**config.mk**
```make
export PLATFORM = sky130hd
export DESIGN_NAME = mul_seq
export DESIGN_NICKNAME = d
export VERILOG_FILES = /design/src/rtl/mul_seq_pkg.sv /design/src/rtl/mul_seq.sv
export SDC_FILE = /design/constraint.sdc
export NUM_CORES = 1
export LEC_CHECK = 0
export ABC_AREA = 1
export BUFFER_PORTS_ARGS = -buffer_cell sky130_fd_sc_hd__buf_2
export CORE_MARGIN = 3
export CORE_UTILIZATION = 44
export CTS_CLUSTER_SIZE = 25
export DETAILED_ROUTE_END_ITERATION = 7
export PLACE_DENSITY = 0.88
export REMOVE_ABC_BUFFERS = 1
export SYNTH_ARGS = -nofsm -noshare
export SYNTH_HDL_FRONTEND = slang
export SYNTH_SLANG_ARGS = --single-unit
```
**constraint.sdc**
```tcl
create_clock -name clk -period 5.72 [get_ports clk]
set_input_delay 0.286 -clock clk [delete_from_list [all_inputs] [get_ports clk]]
set_output_delay 0.286 -clock clk [all_outputs]
set_load 0.005 [all_outputs]
```
**src/rtl/mul_seq_pkg.sv**
```systemverilog
// Shared definitions for the iterative multiply sequencer.
// Contents:
//   WORD                - default datapath width (64)
//   ALU_ADD / ALU_PASS  - ALU control encodings that the sequencer drives
//   mul_state_e         - 2-bit sequencer state encoding (IDLE/RUN/DONE)
//   mul_last_iter()     - true when the multiplier has no set bits above bit 0
package mul_seq_pkg;

    localparam int WORD = 64;

    // LEGv8 ALU control codes: add, and pass operand b through.
    localparam logic [3:0] ALU_ADD  = 4'b0010;
    localparam logic [3:0] ALU_PASS = 4'b0111;

    typedef enum logic [1:0] {
        MUL_IDLE = 2'b00,
        MUL_RUN  = 2'b01,
        MUL_DONE = 2'b10
    } mul_state_e;

    // The loop ends once the multiplier would be zero after this shift.
    // Callers pass mp[W-1:1]; evaluating at the package's widest width keeps
    // the helper width-agnostic (unused upper bits are zero-extended).
    function automatic logic mul_last_iter(input logic [WORD-2:0] mp_upper);
        return (mp_upper == {(WORD-1){1'b0}});
    endfunction

endpackage

```
**src/rtl/mul_seq.sv**
```systemverilog
// mul_seq: iterative shift-and-add multiplier producing the low WIDTH bits
// of mcand*mplier. It has no adder of its own; while in RUN it drives an
// external ALU with ALU_ADD on operands (acc, mc) and captures alu_out.
// Ports:
//   clk, reset          - clock, asynchronous active-high reset
//   start               - request, sampled only in IDLE (ignored while busy)
//   mcand, mplier       - operands, sampled with start
//   busy                - high whenever the sequencer is not IDLE
//   done                - one-cycle pulse; product valid
//   product             - result, held until the next accepted start
//   alu_a, alu_b        - ALU operands from the acc / shifted-mcand registers
//   alu_ctl             - ALU_ADD in RUN, ALU_PASS otherwise
//   alu_out             - ALU result (flags are not used)
module mul_seq
    import mul_seq_pkg::*;
#(
    parameter int WIDTH = WORD
) (
    input  logic             clk,
    input  logic             reset,
    input  logic             start,
    input  logic [WIDTH-1:0] mcand,
    input  logic [WIDTH-1:0] mplier,
    output logic             busy,
    output logic             done,
    output logic [WIDTH-1:0] product,
    output logic [WIDTH-1:0] alu_a,
    output logic [WIDTH-1:0] alu_b,
    output logic [3:0]       alu_ctl,
    input  logic [WIDTH-1:0] alu_out
);

    mul_state_e       state_r;
    mul_state_e       next_state_s;
    logic [WIDTH-1:0] acc_r;
    logic [WIDTH-1:0] mc_r;
    logic [WIDTH-1:0] mp_r;
    logic             busy_r;
    logic             done_r;
    logic [3:0]       alu_ctl_r;
    logic [WORD-2:0]  mp_upper_s;
    logic             last_iter_s;

    // Multiplier bits above bit 0, zero-extended to the helper's width.
    always_comb begin
        mp_upper_s = {(WORD-1){1'b0}};
        mp_upper_s[WIDTH-2:0] = mp_r[WIDTH-1:1];
        last_iter_s = mul_last_iter(mp_upper_s);
    end

    // State register.
    always_ff @(posedge clk or posedge reset) begin
        if (reset) begin
            state_r <= MUL_IDLE;
        end else begin
            state_r <= next_state_s;
        end
    end

    // Next-state logic; a zero multiplier skips RUN entirely.
    always_comb begin
        next_state_s = state_r;
        case (state_r)
            MUL_IDLE: begin
                if (start) begin
                    if (mplier == {WIDTH{1'b0}}) begin
                        next_state_s = MUL_DONE;
                    end else begin
                        next_state_s = MUL_RUN;
                    end
                end else begin
                    next_state_s = MUL_IDLE;
                end
            end
            MUL_RUN: begin
                if (last_iter_s) begin
                    next_state_s = MUL_DONE;
                end else begin
                    next_state_s = MUL_RUN;
                end
            end
            MUL_DONE: next_state_s = MUL_IDLE;
            default:  next_state_s = MUL_IDLE;
        endcase
    end

    // Datapath: load operands on an accepted start, then one shift-and-add
    // step per RUN cycle. Outside those cases acc holds the finished product.
    always_ff @(posedge clk or posedge reset) begin
        if (reset) begin
            acc_r <= {WIDTH{1'b0}};
            mc_r  <= {WIDTH{1'b0}};
            mp_r  <= {WIDTH{1'b0}};
        end else begin
            case (state_r)
                MUL_IDLE: begin
                    if (start) begin
                        acc_r <= {WIDTH{1'b0}};
                        mc_r  <= mcand;
                        mp_r  <= mplier;
                    end else begin
                        acc_r <= acc_r;
                        mc_r  <= mc_r;
                        mp_r  <= mp_r;
                    end
                end
                MUL_RUN: begin
                    if (mp_r[0]) begin
                        acc_r <= alu_out;
                    end else begin
                        acc_r <= acc_r;
                    end
                    mc_r <= {mc_r[WIDTH-2:0], 1'b0};
                    mp_r <= {1'b0, mp_r[WIDTH-1:1]};
                end
                default: begin
                    acc_r <= acc_r;
                    mc_r  <= mc_r;
                    mp_r  <= mp_r;
                end
            endcase
        end
    end

    // Status and ALU control are registered from the next state so they
    // line up exactly with the state they describe.
    always_ff @(posedge clk or posedge reset) begin
        if (reset) begin
            busy_r    <= 1'b0;
            done_r    <= 1'b0;
            alu_ctl_r <= ALU_PASS;
        end else begin
            busy_r    <= (next_state_s != MUL_IDLE);
            done_r    <= (next_state_s == MUL_DONE);
            alu_ctl_r <= (next_state_s == MUL_RUN) ? ALU_ADD : ALU_PASS;
        end
    end

    assign busy    = busy_r;
    assign done    = done_r;
    assign alu_ctl = alu_ctl_r;
    assign alu_a   = acc_r;
    assign alu_b   = mc_r;
    // product is the accumulator itself, so it is stable throughout DONE.
    assign product = acc_r;

endmodule
```
Yosys cells after proc, flatten, opt, wreduce, memory -nomap -nowiden
Index checks and enable logic that the tools add are counted.
{"block": "totals", "ff_bits": 199, "latchBits": 0, "mem_bits_rw": 0, "romBits": 0, "memories": 0}
{"block": "classes", "addsub": 0, "multipliers": 0, "n_div": 0, "n_lt_le_gt_ge": 0, "eq_ne": 5, "n_shift": 0, "n_mux": 12, "bitwise_logic": 0, "reduce_logical": 7}
{"cell": "64-bit case mux with 2 select lines", "count": 3}
{"cell": "64-bit two-way mux", "count": 4}
{"cell": "64-bit logical NOT", "count": 1}
{"cell": "63-bit logical NOT", "count": 1}
{"cell": "2-bit two-way mux", "count": 3}
{"cell": "2-bit by 1-bit == test with 1-bit output (second input constant)", "count": 2}
{"cell": "2-bit inequality test (second input constant)", "count": 2}
{"cell": "2-bit case mux with 2 select lines", "count": 1}
{"cell": "2-bit nonzero test", "count": 2}
{"cell": "3-bit two-way mux", "count": 1}
{"cell": "3-bit AND reduction", "count": 1}
{"cell": "2-bit == test (second input constant)", "count": 1}
{"cell": "2-bit logical NOT", "count": 1}
{"cell": "2-bit AND reduction", "count": 1}

Logic depth before layout (Yosys ltp)
Gate-level depths: netlist of the first run.
{"block": "logic_depth", "word_depth": 6, "ltp_mapped": 9, "mapped_depth_nobuf": 9}

Worst setup path after synthesis of the first run
No wires, ideal clock.
{"block": "synth_path", "path_kind": "reg2reg", "start": "register state_r[1]", "end": "register mc_r[6] (netlist: alu_b[6])", "setup_ns": 0.125, "arrival_ns": 1.269, "slack_ns": 4.326, "stages_incl_launch_ff": 6, "path_cell_list": "dfrtp_1 nor2_2 nand2_1 buf_2 nand2_2 mux2_2"}
{"block": "synth_via", "elab_chain_cells": 3, "elab_cells_between_ends": 6, "cone_classes": "eq/ne (2); mux (1); reduce/logical (3)"}
{"item": "from (decl)", "line_no": "mul_seq.sv:33", "text": "mul_state_e state_r;"}
{"item": "from (signal assigned)", "line_no": "mul_seq.sv:56", "text": "state_r <= next_state_s;"}
{"item": "2-bit by 1-bit == test with 1-bit output or 2-bit logical NOT (tied branches)", "line_no": "mul_seq.sv:95", "text": "case (state_r)"}
{"item": "2-bit nonzero test (no source line) or 2-bit inequality test (tied branches)"}
{"item": "2-bit AND reduction (no source line)"}
{"item": "to (signal assigned)", "line_no": "mul_seq.sv:92", "text": "mc_r <= {WIDTH{1'b0}};"}
{"item": "to (signal assigned)", "line_no": "mul_seq.sv:99", "text": "mc_r <= mcand;"}
{"item": "to (signal assigned)", "line_no": "mul_seq.sv:103", "text": "mc_r <= mc_r;"}
{"item": "to (decl)", "line_no": "mul_seq.sv:36", "text": "logic [WIDTH-1:0] mc_r;"}
Parallel ways exist; a longest one is shown, timed or not.
A chain may end at the register's enable or synchronous reset.

Worst setup path after layout of the first run
{"block": "layout_path", "start": "register state_r[1]", "end": "register acc_r[53] (netlist: alu_a[53])"}
{"block": "layout_via", "elab_chain_cells": 3, "elab_cells_between_ends": 7, "cone_classes": "eq/ne (3); mux (1); reduce/logical (3)"}
{"item": "2-bit by 1-bit == test with 1-bit output or 2-bit logical NOT (tied branches)", "line_no": "mul_seq.sv:95"}
{"item": "2-bit inequality test (no source line) or 2-bit nonzero test (tied branches)"}
{"item": "3-bit AND reduction (no source line)"}
{"item": "to (signal assigned)", "line_no": "mul_seq.sv:91", "text": "acc_r <= {WIDTH{1'b0}};"}
{"item": "to (signal assigned)", "line_no": "mul_seq.sv:98", "text": "acc_r <= {WIDTH{1'b0}};"}
{"item": "to (signal assigned)", "line_no": "mul_seq.sv:102", "text": "acc_r <= acc_r;"}
{"item": "to (decl)", "line_no": "mul_seq.sv:35", "text": "logic [WIDTH-1:0] acc_r;"}
Parallel ways exist; a longest one is shown, timed or not.

==> flow_summary.toml, run 1 <==
[critical_path]
critPathCapture = "alu_a[53]"
worst_ep_arrival_time_ns = 3.10
end_kind = "flip-flop"
slowest_delay_ns = 0.86
worst-r2r-cell-count = 5
path_cells = "nor2_4 > buf_4 > buf_4 > nand3_1 > o21ai_1"
r2r_end = "alu_a[53]"
crit_start = "state_r[1]"
required_ns = 6.04
rrSetupSlack_ns = 2.94
reg2reg_from = "state_r[1]"
crit_fanout = 98
slowest_stage = "buf_4"
cp_num_cells = 5
path_buf_inv = 2
crit_top_cell = "buf_4"
path_delay_family = "buffers and inverters"
crit_type = "reg -> reg"
start_kind = "flip-flop"

[synth]
netlist_area_sq_um = 9670
postSynthCellCount = 1200
synth_top_cell_area_share_pct = 50.7
synth.avg_cell_area_sq_um = 8.06
yosys-top-cells-count = "nor2_1 (206), dfrtp_1 (196), nand3_1 (190), o21ai_1 (135), a21oi_1 (124)"
synth.distinct_cells = 19
synth.most_common_cell = "nor2_1"
ys_ff_latch = 197
yosys.area.top_type = "dfrtp_1"
ys_seq_area_share_pct = 51.0
yosys_warnings = 0
async_reset_ff_share_pct = 100
synth_flop_cell = "dfrtp_1"
synth_edf_count = 0
synth_area_leaders = "dfrtp_1 (51%), nand3_1 (9.8%), nor2_1 (8.0%)"

[clocking]
ctsHoldBuffers = 0
cts_resized = 0
cts_tree = "done"
clkLatencyLatePin_ns = 0.43
clockBufferDepth = 2
cts_sinks = 197
root_buffer = "clkbuf_16"
post_cts_buffers = 0
clk_pin_slew_ns = 0.08
htree_num_levels = 4
cts_buffers = 17

[drt]
first_iter_violations = 703
drt.antenna.violating_nets = 0
via_count = 9098
first_pass_iters = 5
routed_wl_mm = 27.2
avgRoutedWirePerCell_microns = 15.6
via_per_inst = 5.20
drc = 0

[placement]
place.gp.congestion = 0.828
hpwl_mm = 18.8
dp.cells = 1717
io_buffers = 390

[die]
core_area_sq_um = 21300
core.rowCount = 53
io_pins = 393
die_w_microns = 154
initial_utilization_pct = 45.4
die_area_sq_um = 23800
fp.dieH_microns = 154

[timing]
clock_skew_ns = 0.0148
worst_slew_pin_slew_ns = 1.12
slew_viol_final = 0
finalSetupViolations = 0
min_period_ns = 2.78
fin_crit_sh_pct = 48.5
slew_headroom_pct = 25.2
finalHoldViolations = 0
rsz0062_at_grt = "no"
max_freq_mhz = 360

[power_and_ir_drop]
p_sw_mw = 1.87
comb_power_share_pct = 31.4
p_per_area_nw_per_um2 = 439
leakage_nw = 5.64
ir_worst_vdd_uv = 258
p_sw_share_pct = 36.3
pwr-share-clk_pct = 23.0
p_int_mw = 3.29
pwr-share-seq_pct = 45.6

[final_layout]
final_util_pct = 55.1
nFillCells = 1958
syn2layout_area_growth_pct = 21.4
drive_above_1_share_pct = 29.8
finalNonFillerCells = 1748
num-nets-final = 1656

[global_routing]
grt_antenna_before_repair = 1
grt_usage_pct = 22.1
grt_pass1_vias = 8430
grt_max_degree = 136
grt_pass1_wl_mm = 43.4
gr-total-overflow = 0

[job]
maxCapViolations = 0

[hold_path]
hold_class = "in -> async"

[status]
status = "finished clean"
==> power by group through the flow <==
stage	Combinational, mW	Sequential (mW)	Clock [mW]
floorplan	0.800	2.36	0
global placement	1.57	2.35	0
detailed placement	1.64	2.36	0
CTS	1.64	2.35	1.22
global route	1.82	2.43	1.27
finish	1.62	2.35	1.18
==> layer usage <==
layer	vias to the layer above	track usage (%)	part of all wire, %
li1	4458	-	-
met1	4284	30.3	43
met2	327	35.9	49
met3	29	3.83	6.7
met4	0	6.98	1.5
met5	-	0	0
==> registers in the layout (all words and copies together) (netlist names) <==
register and flops:
alu_a 64, alu_b 64, mp_r 64, state_r 2, alu_ctl 1, busy 1, done 1
==> worst min path at each step <==
stage | startpoint | end | slack [ns]
6_report | reset | alu_b[21] | 0.05
5_1_grt | reset | alu_b[21] | 0.07
4_1_cts | mcand[0] | alu_b[0] | 0.05
3_5_place_dp | mcand[0] | alu_b[0] | 0.51
3_3_place_gp | alu_b[63] | alu_b[63] | 0.49
2_1_floorplan | mplier[63] | mp_r[63] | 0.40
==> layout by cell type (no fill, tap or decap) <==
| cell | netlist | layout |
|---|---|---|
| nor2_1 | 206 | 206 |
| o21ai_1 | 135 | 134 |
| conb_1 | 2 | 2 |
| o22ai_1 | 2 | 2 |
| diode_2 | 0 | 1 |
| buf_4 | 75 | 8 |
| mux2_2 | 2 | 2 |
| nand2_4 | 0 | 1 |
| bufinv_16 | 0 | 1 |
| o21ai_4 | 0 | 1 |
| dfstp_2 | 1 | 1 |
| inv_6 | 0 | 3 |
| o21ai_0 | 54 | 54 |
| inv_8 | 0 | 5 |
| clkbuf_16 | 0 | 17 |
| a21oi_1 | 124 | 124 |
| inv_2 | 2 | 1 |
| clkinv_4 | 0 | 4 |
| nand2_2 | 1 | 1 |
| buf_2 | 27 | 390 |
| inv_1 | 72 | 71 |
| dfrtp_1 | 196 | 196 |
| nand2_1 | 55 | 54 |
| nor2_4 | 0 | 2 |
| clkinvlp_4 | 0 | 2 |
| nand3_1 | 190 | 190 |
==> through the flow <==
stage | setup TNS, ns | instance area [sq um] | setup WS (ns) | hold WS (ns) | total power, mW
2_1_floorplan | -763.86 | 8770 | -7.01 | 0.403 | 3.16
3_3_place_gp | 0 | 11200 | 3.02 | 0.488 | 3.92
3_5_place_dp | 0 | 11200 | 2.95 | 0.505 | 4.00
4_1_cts | 0 | 11700 | 2.94 | 0.0500 | 5.20
5_1_grt | 0 | 11700 | 2.73 | 0.0657 | 5.51
6_report | 0 | 11700 | 2.94 | 0.0507 | 5.15
==> cells by family after synthesis <==
kind of cell           count (synthesis)  share of synthesized area [%]
AND/OR/NAND/NOR                      454                           20.2
other                                  2                         0.0777
AO/OA/AOI/OAI                        315                           16.3
buffers and inverters                230                           12.2
flip-flops                           197                           51.0
multiplexers                           2                          0.233
==> layout make-up <==
type	count	area (sq um)	share of cell area, %
inverter	74	290	2.47
timing repair buffer	398	2010	17.1
tap	275	344	2.93
multi-input combinational	773	3590	30.6
clock buffer	17	425	3.63
sequential	197	4930	42.0
antenna	1	2.50	0.0213
clock inverter	13	143	1.22
Power figures use the tool's default switching activity.
==> run 2: changes to the inputs <==
--- a/config.mk
+++ b/config.mk
@@ -7,11 +7,11 @@
 export LEC_CHECK = 0
 export ABC_AREA = 1
 export BUFFER_PORTS_ARGS = -buffer_cell sky130_fd_sc_hd__buf_2
-export CORE_MARGIN = 3
-export CORE_UTILIZATION = 44
+export CORE_AREA = 3 3 154 156
 export CTS_CLUSTER_SIZE = 25
 export DETAILED_ROUTE_END_ITERATION = 7
-export PLACE_DENSITY = 0.88
+export DIE_AREA = 0 0 157 159
+export PLACE_DENSITY = 0.83
 export REMOVE_ABC_BUFFERS = 1
 export SYNTH_ARGS = -nofsm -noshare
 export SYNTH_HDL_FRONTEND = slang
==> constraint.sdc (replaced) <==
create_clock -name clk -period 2.6 [get_ports clk]
set_input_delay 0.13 -clock clk [delete_from_list [all_inputs] [get_ports clk]]
set_output_delay 0.13 -clock clk [all_outputs]
set_load 0.005 [all_outputs]
==> run 2 against run 1 <==
Register-to-register slack worse by 2.3 ns. Sequential share of layout area is 5.4 points lower. Clock skew is 0.0044 ns higher. Utilization is 4.7 points higher. Via count is 11% higher. Clock power is 120% higher. Fmax is 42% higher. Setup slack worse by 2.3 ns. Sequential power is 120% higher. Design area is 15% higher. Largest power group unchanged. Highest routed layer unchanged.
==> flow_summary.toml, run 2 (same netlist as run 1, synthesis figures left out) <==
[timing]
worst_slew_pin_slew_ns = 0.936
max_freq_mhz = 513
finalSetupViolations = 0
slew_viol_final = 0
slew_headroom_pct = 37.6
setup_tns_ns = 0
clock_skew_ns = 0.0192
fin_crit_sh_pct = 75.0
rsz0062_at_grt = "no"
min_period_ns = 1.95
finalHoldViolations = 0
hold_slack_ns = 0.0175

[global_routing]
grt.met1_usage_pct = 31.7
grt_pass1_vias = 10174
grt_usage_pct = 25.4
gr-total-overflow = 0
grt_max_degree = 193
grt_use_met2_pct = 42.0
grt_antenna_before_repair = 3
grt_pass1_wl_mm = 51.6
busiest_layer = "met2"
grtUsageMet3_pct = 5.93

[clocking]
cts_tree = "done"
clk_pin_slew_ns = 0.08
post_cts_buffers = 0
root_buffer = "clkbuf_16"
cts_sinks = 197
clockBufferDepth = 2
clkLatencyLatePin_ns = 0.43
htree_num_levels = 4
cts_buffers = 17

[critical_path]
required_ns = 2.94
end_kind = "flip-flop"
worst_ep_arrival_time_ns = 2.29
start_kind = "flip-flop"
crit_fanout = 192
crit_type = "reg -> reg"

[power_and_ir_drop]
p_int_mw = 7.42
pwr-share-clk_pct = 21.8
p_per_area_nw_per_um2 = 876
pwr-share-seq_pct = 44.4
leakage_nw = 6.36
comb_power_share_pct = 33.8
ir_worst_vdd_uv = 502
p_sw_share_pct = 37.1
p_sw_mw = 4.37

[die]
io_pins = 393
core_area_sq_um = 22500
die_area_sq_um = 25000
core.rowCount = 55
die_w_microns = 157
initial_utilization_pct = 43.0
fp.dieH_microns = 159

[drt]
first_iter_violations = 832
drt.antenna.violating_nets = 0
drc = 0
via_count = 10078
via_per_inst = 5.24
first_pass_iters = 5
avgRoutedWirePerCell_microns = 16.8
routed_wl_mm = 32.2

[final_layout]
syn2layout_area_growth_pct = 39.2
final_cell_mix = "buf_2 (390), nor2_1 (206), dfrtp_1 (196)"
final_common_cell = "buf_2"
drive_above_1_share_pct = 27.3
num-nets-final = 1816

[placement]
hpwl_mm = 19.4
place.gp.congestion = 0.812
io_buffers = 390

[status]
status = "finished clean"

[hold_path]
hold_class = "in -> reg"

[job]
maxCapViolations = 0
[run 2: changes by cell type in the layout (fill, tap and decap cells not counted), sizes merged, moves of 2 or more]
cell,before,now
dlygate4sd3,0,155
clkinv,4,6
buf,398,403
clkbuf,17,19
diode,1,4
[run 2: per-layer routing]
metal  share of wire (%)  up-vias
met5                   0        -
met4                 3.3        0
met3                 7.3       91
met2                  50      494
met1                  39     4724
li1                    -     4769
[run 2: repair_timing]
action	CTS	global route
hold buffers	155	0
endpoints found under the hold margin	223	0
gates resized for setup	0	0
[run 2: final cells by class]
type                       instances  area (sq um)
inverter                          74           290
clock inverter                    12           114
sequential                       197          4930
fill                            1871          9050
clock buffer                      19           453
multi-input combinational        773          3590
timing repair buffer             558          3710
tap                              285           357
antenna                            4          10.0
[run 2: path summary, 6_finish.rpt]
path	startpoint	end	slack, ns	depth (start not counted)
max	state_r[1]	alu_b[21]	0.65	4
min reg2reg	alu_b[55]	alu_b[55]	0.54	2
min	mcand[9]	alu_b[9]	0.02	3
max reg2reg	state_r[1]	alu_b[21]	0.65	4
min in group asynchronous	reset	alu_a[61]	0.29	3
max in group asynchronous	reset	alu_b[48]	1.44	4
[run 2: power groups by stage]
stage | registers [mW] | clock network, mW | logic, mW
after floorplan | 5.18 | 0 | 1.76
final | 5.24 | 2.57 | 3.98
after global routing | 5.40 | 2.76 | 4.44
after detailed placement | 5.23 | 0 | 3.72
after global placement | 5.20 | 0 | 3.58
after CTS | 5.20 | 2.64 | 3.90
[run 2: worst max-delay path, cell delays in order (launching register included)]
cell and delay [ns]:
dfrtp_1 0.44, nor2_4 0.21, buf_12 0.56, a21oi_1 0.18, o21ai_0 0.25
[run 2: through the flow]
step                      cell area [sq um]  power [mW]  utilization [%]  std cells  worst slack (ns)
after floorplan                        8770        6.95                -       1044            -10.13
after global placement                11300        8.78             50.3       1732             0.877
after detailed placement              11300        8.95             50.3       1732             0.801
after CTS                             13400        11.7             59.7       1918             0.800
after global routing                  13500        12.6             59.8       1921             0.530
final                                 13500        11.8             59.8       1922             0.649
==> run 3: changes to the inputs <==
--- a/config.mk
+++ b/config.mk
@@ -7,11 +7,11 @@
 export LEC_CHECK = 0
 export ABC_AREA = 1
 export BUFFER_PORTS_ARGS = -buffer_cell sky130_fd_sc_hd__buf_2
-export CORE_AREA = 3 3 154 156
+export CORE_MARGIN = 3
+export CORE_UTILIZATION = 44
 export CTS_CLUSTER_SIZE = 25
 export DETAILED_ROUTE_END_ITERATION = 7
-export DIE_AREA = 0 0 157 159
-export PLACE_DENSITY = 0.83
+export PLACE_DENSITY = 0.88
 export REMOVE_ABC_BUFFERS = 1
 export SYNTH_ARGS = -nofsm -noshare
 export SYNTH_HDL_FRONTEND = slang
==> constraint.sdc (replaced) <==
create_clock -name clk -period 1.72 [get_ports clk]
set_input_delay 0.086 -clock clk [delete_from_list [all_inputs] [get_ports clk]]
set_output_delay 0.086 -clock clk [all_outputs]
set_load 0.005 [all_outputs]
==> run 3 against run 2 <==
Non-clock buffer count rose by 54. Routed wire length increased by 9.8%. Critical path depth up 3. Via count increased by 5.4%. Setup slack got worse by 0.57 ns. Sequential share of layout area fell by 1.4 points. Sequential cell count unchanged. Total power rose by 55%. Hold slack gained 0.024 ns. Fmax rose by 19%. Clock skew decreased by 0.0080 ns. Highest routed layer unchanged.
==> flow_summary.toml, run 3 (same netlist as run 1, synthesis figures left out) <==
[status]
status = "finished clean"

[power_and_ir_drop]
p_per_area_nw_per_um2 = 1310
p_sw_share_pct = 37.1
ir_worst_vdd_uv = 764
leakage_nw = 6.62
pwr-share-seq_pct = 43.6
comb_power_share_pct = 34.4
p_int_mw = 11.5
p_sw_mw = 6.79
pwr-share-clk_pct = 22.0

[clocking]
clk_pin_slew_ns = 0.07
clkLatencyLatePin_ns = 0.42
cts_sinks = 197
cts_tree = "done"
root_buffer = "clkbuf_16"
cts_buffers = 17
clockBufferDepth = 2
htree_num_levels = 4

[final_layout]
final_common_cell = "buf_2"
design_area_sq_um = 14000
drive_above_1_share_pct = 27.4
syn2layout_area_growth_pct = 44.9
final_cell_mix = "buf_2 (390), nor2_1 (206), dfrtp_1 (196)"
num-nets-final = 1870

[critical_path]
rrSetupSlack_ns = 0.08
crit_fanout = 35
start_kind = "flip-flop"
critPathCapture = "alu_a[4]"
worst-r2r-cell-count = 7
r2r_end = "alu_a[4]"
required_ns = 2.06
reg2reg_from = "state_r[1]"
end_kind = "flip-flop"
crit_start = "state_r[1]"
worst_ep_arrival_time_ns = 1.98
crit_type = "reg -> reg"

[drt]
via_per_inst = 5.41
avgRoutedWirePerCell_microns = 18.0
first_iter_violations = 1064
routed_wl_mm = 35.4
drc = 0
first_pass_iters = 6
drt.antenna.violating_nets = 0
via_count = 10627

[hold_path]
hold_class = "in -> reg"

[timing]
finalSetupViolations = 0
slew_headroom_pct = 62.5
slew_viol_final = 0
finalHoldViolations = 0
clock_skew_ns = 0.0112
fin_crit_sh_pct = 95.5
rsz0062_at_grt = "no"
max_freq_mhz = 609
min_period_ns = 1.64
setup_tns_ns = 0
worst_slew_pin_slew_ns = 0.562

[die]
io_pins = 393
core.rowCount = 53
fp.dieH_microns = 154
die_area_sq_um = 23800
core_area_sq_um = 21300
die_w_microns = 154
initial_utilization_pct = 45.4

[global_routing]
grt_pass1_wl_mm = 55.2
grt_max_degree = 88
grt_pass1_vias = 10692
gr-total-overflow = 0
grt_antenna_before_repair = 2
grt_usage_pct = 28.3

[placement]
place.gp.congestion = 0.829
hpwl_mm = 19.8
place_area_sq_um = 11400
io_buffers = 390

[job]
maxCapViolations = 0
-- run 3: changes by cell type in the layout (fill, tap and decap cells not counted), sizes merged --
cell,change
clkinvlp,+2
bufinv,+1
buf,+16
diode,-2
inv,+1
dlygate4sd3,+37
clkinv,-3
clkbuf,+1
-- run 3: layer usage --
metal / part of all wire [%] / vias up / global-route usage (%)
li1: - / 4864 / -
met1: 38 / 5021 / 34.5
met2: 51 / 615 / 49.4
met3: 7.4 / 127 / 5.48
met4: 3.6 / 0 / 11.2
met5: 0 / - / 0
-- run 3: worst min-delay path by stage --
| stage | start | endpoint | slack, ns | cells past startpoint |
|---|---|---|---|---|
| final | mplier[47] | mp_r[47] | 0.04 | 3 |
| after global routing | mplier[47] | mp_r[47] | 0.05 | 3 |
| after CTS | mplier[47] | mp_r[47] | 0.01 | 3 |
| after detailed placement | reset | alu_a[23] | 0.16 | 2 |
| after global placement | reset | alu_a[49] | 0.16 | 2 |
| after floorplan | mplier[63] | mp_r[63] | 0.20 | 2 |
-- run 3: cell type report --
cell class	count	area (sq um)
tap	275	344
fill	1553	7280
clock inverter	13	139
clock buffer	19	453
antenna	2	5.00
multi-input combinational	773	3590
sequential	197	4930
timing repair buffer	612	4260
inverter	74	290
-- run 3: repair_timing --
| item | CTS | global route |
|---|---|---|
| setup endpoints to repair | 0 | 41 |
| hold buffers | 192 | 0 |
| gates resized for setup | 0 | 1 |
| hold endpoints to repair | 250 | 0 |
| buffers inserted | 0 | 3 |
-- run 3: through the flow --
step	hold WS [ns]	util, %	power [mW]	instances	worst slack, ns
5_1_grt	0.0519	65.8	19.4	1965	0.00983
3_3_place_gp	0.158	53.7	13.2	1735	0.134
4_1_cts	0.0108	65.5	17.9	1959	0.0448
6_report	0.0413	65.8	18.3	1965	0.0772
2_1_floorplan	0.203	-	10.3	1044	-11.01
3_5_place_dp	0.164	53.7	13.5	1735	0.0597
-- run 3: worst max-delay path: stages, from the launching register on --
cell	delay [ns]
dfrtp_1	0.44
nor2_4	0.20
inv_6	0.08
o21ai_4	0.25
buf_4	0.18
buf_12	0.18
nand3_1	0.10
o21ai_1	0.12
-- run 3: power groups by stage --
stage	clock, mW	sequential, mW	combinational (mW)
after floorplan	0	7.74	2.57
after global placement	0	7.82	5.43
after detailed placement	0	7.87	5.65
after CTS	4.10	7.81	6.01
after global routing	4.32	8.15	6.91
final	4.03	7.97	6.29
